**config.mk**
```make
export PLATFORM = sky130hd
export DESIGN_NAME = rr_arbiter_n
export DESIGN_NICKNAME = d
export VERILOG_FILES = /design/src/rtl/rr_arbiter_n.sv
export SDC_FILE = /design/constraint.sdc
export NUM_CORES = 1
export LEC_CHECK = 0
export CAP_MARGIN = 20
export CORE_UTILIZATION = 51
export DETAILED_ROUTE_END_ITERATION = 10
export MAX_ROUTING_LAYER = met4
export PLACE_DENSITY = 0.77
export SYNTH_ARGS = -nofsm -noshare
export SYNTH_HDL_FRONTEND = slang
export SYNTH_SLANG_ARGS = --single-unit
```
**constraint.sdc**
```tcl
create_clock -name CLK -period 2.32 [get_ports CLK]
set_input_delay 0.696 -clock CLK [delete_from_list [all_inputs] [get_ports CLK]]
set_output_delay 0.696 -clock CLK [all_outputs]
set_load 0.05 [all_outputs]
```
**src/rtl/rr_arbiter_n.sv**
```systemverilog
// N-way round-robin arbiter: registered one-hot grant held until NEXT or withdrawal,
// zero-bubble handover. Optional tenure limit enabled by defining ARB_HOLD_LIMIT_EN.
module rr_arbiter_n #(
    parameter int N        = 4,
    parameter int HOLD_MAX = 16,
    localparam int IW      = (N > 1) ? $clog2(N) : 1
) (
    input  logic          CLK,
    input  logic          RESET,
    input  logic [N-1:0]  REQ,
    input  logic          NEXT,
    output logic [N-1:0]  GNT,
    output logic [IW-1:0] GNT_ID,
    output logic          VALID
);

    if (N < 2 || N > 32 || HOLD_MAX < 1 || HOLD_MAX > 65535) begin : g_param_check
        $error("rr_arbiter_n: parameter out of range");
    end

    // First set bit of v scanning upward from ptr with wrap; returns {found, index}.
    function automatic logic [IW:0] winner(input logic [IW-1:0] ptr, input logic [N-1:0] v);
        logic          found;
        logic [IW-1:0] idx;
        int            j;
        found = 1'b0;
        idx   = '0;
        for (int k = 0; k < N; k++) begin
            j = int'(ptr) + k;
            if (j >= N) j = j - N;
            if (!found && v[j]) begin
                found = 1'b1;
                idx   = IW'(j);
            end
        end
        return {found, idx};
    endfunction

    logic [IW-1:0] ptr;
    logic [IW-1:0] ptr_inc;
    logic [IW-1:0] scan_ptr;
    logic [N-1:0]  others;
    logic [N-1:0]  scan_vec;
    logic [N-1:0]  win_oh;
    logic [IW-1:0] win_idx;
    logic          win_vld;
    logic          rel;
    logic          load;
    logic          force_rel;

`ifdef ARB_HOLD_LIMIT_EN
    localparam int            CW      = $clog2(HOLD_MAX + 1);
    localparam logic [CW-1:0] CNT_LIM = CW'(HOLD_MAX - 1);
    logic [CW-1:0] cnt;

    // Tenure restarts on every new grant and saturates at the limit.
    always_ff @(posedge CLK or negedge RESET) begin
        if (!RESET)
            cnt <= '0;
        else if (load && win_vld)
            cnt <= '0;
        else if (VALID && cnt != CNT_LIM)
            cnt <= cnt + 1'b1;
    end

    assign force_rel = (cnt == CNT_LIM) && (|others);
`else
    assign force_rel = 1'b0;
`endif

    // While granted, the scan starts after the holder with the holder masked out,
    // so the handover edge never re-selects it.
    always_comb begin
        ptr_inc  = (GNT_ID == IW'(N - 1)) ? '0 : GNT_ID + 1'b1;
        others   = REQ & ~GNT;
        rel      = VALID && (NEXT || !REQ[GNT_ID] || force_rel);
        scan_ptr = VALID ? ptr_inc : ptr;
        scan_vec = VALID ? others : REQ;
        {win_vld, win_idx} = winner(scan_ptr, scan_vec);
        win_oh   = N'(1) << win_idx;
        load     = VALID ? rel : win_vld;
    end

    always_ff @(posedge CLK or negedge RESET) begin
        if (!RESET) begin
            ptr    <= '0;
            GNT    <= '0;
            GNT_ID <= '0;
            VALID  <= 1'b0;
        end else if (load) begin
            if (VALID) ptr <= ptr_inc;
            if (win_vld) begin
                GNT    <= win_oh;
                GNT_ID <= win_idx;
                VALID  <= 1'b1;
            end else begin
                GNT    <= '0;
                VALID  <= 1'b0;
            end
        end
    end

    a_onehot: assert property (@(posedge CLK) disable iff (!RESET) $onehot0(GNT));
    a_valid:  assert property (@(posedge CLK) disable iff (!RESET) VALID == (|GNT));
    a_id:     assert property (@(posedge CLK) disable iff (!RESET) VALID |-> GNT[GNT_ID]);

endmodule
```
==> results by group <==
Timing
  – Max-slew violation count: 0
  – Unrepaired setup endpoints after global routing: false
  – Post-route setup slack: 0.05046 ns
  – Min Tclk post-route: 2.270 ns
  – Hold Fails Final Rpt: 0
  – Rel. slew slack: 66.09%
  – Clock Skew: 0.004364 ns
  – Period utilization: 97.82%
  – Actual slew at the worst max-slew pin: 0.5071 ns
  – Final setup fails: 0
  – FMAX: 440.6 MHz

Synth
  – Syn Nets: 102
  – Synth Warn #: 0
  – Synth Area in Compound Gates: 34.47%
  – Largest family of logic cells by synthesized area: compound AO/OA/AOI/OAI gates
  – Netlist cell types: 44
  – Top cells by count, synth: 13 x nand2_1, 9 x dfrtp_1, 7 x nor2_1
  – Yosys reg bits: 9
  – Area leader, netlist: dfrtp_1
  – Adder-cell share of the synthesized area: 1.553%
  – Mux contribution to synthesized area: 6.056%
  – Yosys top cell area share: 27.95%
  – Simple-gate share of the synthesized area: 26.86%
  – Top FF cell, synth: dfrtp_1
  – Part of the Yosys area used for sequential elements: 27.95%
  – Most numerous cell in the Yosys netlist: nand2_1
  – Cell count after synthesis: 94
  – Count of flip-flops with a built-in enable after synthesis: 0
  – Syn avg cell area: 8.572 um2
  – Post-synthesis xor/xnor area fraction: 0%
  – Synth top area cells: dfrtp_1 28%, nand2_1 6.1%, o221ai_1 4.3%
  – Asr flop ratio synth: 100.0%
  – Mapped Area: 805.8 um2

Critical path
  – Critical-path maximum fanout: 6
  – Critical Path AT: 1.57 ns
  – Required @ worst endpoint: 1.62 ns
  – Crit path from: GNT_ID[0]$_DFFE_PN0P_
  – Critical Path Slowest Stage Cell: clkdlybuf4s50_1
  – Worst reg2reg path startpoint: GNT_ID[0]$_DFFE_PN0P_
  – Cells along the critical path: buf_4 -> clkdlybuf4s50_1
  – CP Class: flop to output port
  – CP endpoint kind: output port
  – Peak per-stage delay on the critical path: 0.80 ns
  – Worst Setup Start Kind: flop

Cells and area
  – Layout Cells excl Fill: 149
  – Fin area: 1186 um2
  – Fillers: 74
  – Net count, final: 143
  – Layout Utilization: 85.79%
  – N_diodes: 0
  – P&R area growth vs syn: 47.21%
  – Fraction of layout cells with a size suffix above 1: 34.33%

Die
  – DIE AREA: 1743 um2
  – IO Pins: 14
  – Site Rows: 13
  – Initial core utilization: 58.28%
  – Die Width: 41.75 um
  – Die height: 41.75 um
  – Placeable core area: 1383 um2

Drt
  – Final ANT Viol Nets: 0
  – Via-per-instance ratio: 6.832
  – DRT iter0 DRCs: 57
  – First-pass DRT Iterations: 4
  – Vias: 1018
  – Wire per inst: 20.62 um
  – Final wirelength: 3073 um
  – Drc violations: 0

Power
  – Sw Ratio: 49.82%
  – VDD IR max: 1.164 mV
  – Internal: 884.6 uW
  – Clock power share: 6.9%
  – Net Switching: 878.3 uW
  – Logic pwr share: 75.4%
  – Leakage: 0.5522 nW
  – Pwr/cell area: 1486 nW/um2
  – Sequential Power Share: 17.8%
  – Total power: 1.763 mW

GRT
  – Vias in the first global route: 1002
  – Gr usage total: 38.20%
  – First-pass GRT wire length: 4843 um
  – GR Overflow Total: 0
  – Initial antenna violation count: 0
  – Largest net degree at the start of global routing: 11

Clock tree
  – CTS tree: done
  – Clock Path Buffers: 2
  – Clk_lat worst skew: 0.26 ns
  – H-tree levels: 1
  – TritonCTS Buffers: 3
  – Worst-path clk slew: 0.06 ns
  – Root buffer cell: clkbuf_4
  – Clock sink count: 9

Placed design
  – Worst slack at placement: -0.3367 ns
  – Port Buf Inserts: 13
  – Detail Placement HPWL: 2081 um
  – Placed cell count: 144
  – DP Area: 1136 um2
  – GPL Wtd Cong: 1.091

Job
  – Max_cap viols: 0

Hold path
  – Min-delay worst type: flop to flop
  – Hold Path Origin: GNT_ID[1]$_DFFE_PN0P_

Run status
  – Status: complete, no violations
-- power by group through the flow --
stage	registers, mW	clock network, mW	logic, mW
CTS	0.308	0.123	1.28
finish	0.314	0.121	1.33
global placement	0.304	0	1.22
floorplan	0.462	0	0.616
global route	0.320	0.128	1.41
detailed placement	0.307	0	1.25
-- state kept, by name, indices dropped and copies added (netlist names) --
register / cells
VALID: 1
GNT_ID: 2
GNT: 4
ptr: 2
-- per-layer routing --
| layer | global-route usage, % | routed length [um] |
|---|---|---|
| met3 | 12.61 | 303 |
| met2 | 59.69 | 1489 |
| met4 | 15.48 | 106 |
| met1 | 45.18 | 1173 |
| met5 | - | 0 |
-- final timing paths --
| check | depth (start not counted) | slack, ns | end |
|---|---|---|---|
| setup / recovery | 2 | 0.05 | GNT_ID[0] |
| hold / removal | 3 | 0.62 | GNT_ID[1]$_DFFE_PN0P_ |
| setup reg to reg | 6 | 0.13 | GNT[1]$_DFFE_PN0P_ |
| hold reg to reg | 3 | 0.62 | GNT_ID[1]$_DFFE_PN0P_ |
| max in group asynchronous | 1 | 1.27 | GNT_ID[0]$_DFFE_PN0P_ |
| min in group asynchronous | 1 | 0.74 | GNT[0]$_DFFE_PN0P_ |
-- layout make-up --
cell class,count,area (um2),share of cell area [%]
Multi-Input combinational cell,79,565.5,47.68
Inverter,4,15.01,1.266
Timing Repair Buffer,38,334.1,28.16
Tap cell,15,18.77,1.582
Sequential cell,9,226.5,19.09
Clock buffer,4,26.28,2.215
-- cells by family after synthesis --
logic type,Yosys count
adders and majority gates,1
buffers and inverters,6
DFF,9
AOI/OAI and AO/OA,36
and+or+nand+nor,39
muxes,3
-- through the flow --
stage          hold slack, ns  setup TNS, ns
2_1_floorplan          0.4004              0
3_3_place_gp           0.5488         -1.593
3_5_place_dp           0.5516         -1.967
4_1_cts                0.5995              0
5_1_grt                0.6277              0
6_report               0.6233              0
-- placed cells by master (no fill, tap or decap), types with 2 or more instances in the layout --
cell type and instances:
a21oi_1 5, o221ai_2 2, clkdlybuf4s50_1 8, or2_2 2
inv_1 4, nand2b_1 3, o22ai_1 2, buf_4 25
o21ai_0 4, o21ai_1 2, clkbuf_4 3, dfrtp_1 8
nand3_1 3, dlymetal6s2s_1 3, o221ai_1 3, a21boi_0 2
a21bo_2 2, nor2_1 7, nand2_1 13
-- timing repair --
| action | in CTS | in global routing |
|---|---|---|
| hold buffers | 0 | 0 |
| resized for setup | 3 | 4 |
| endpoints found under the setup margin | 5 | 5 |
| buffers inserted | 0 | 1 |
-- critical path: cells and delay by family, from the launching register on --
kind	cells	cell delay (ns)
buffers and inverters	2	0.95
flip-flops	1	0.36
No activity file was read; power rests on OpenSTA's default activity.
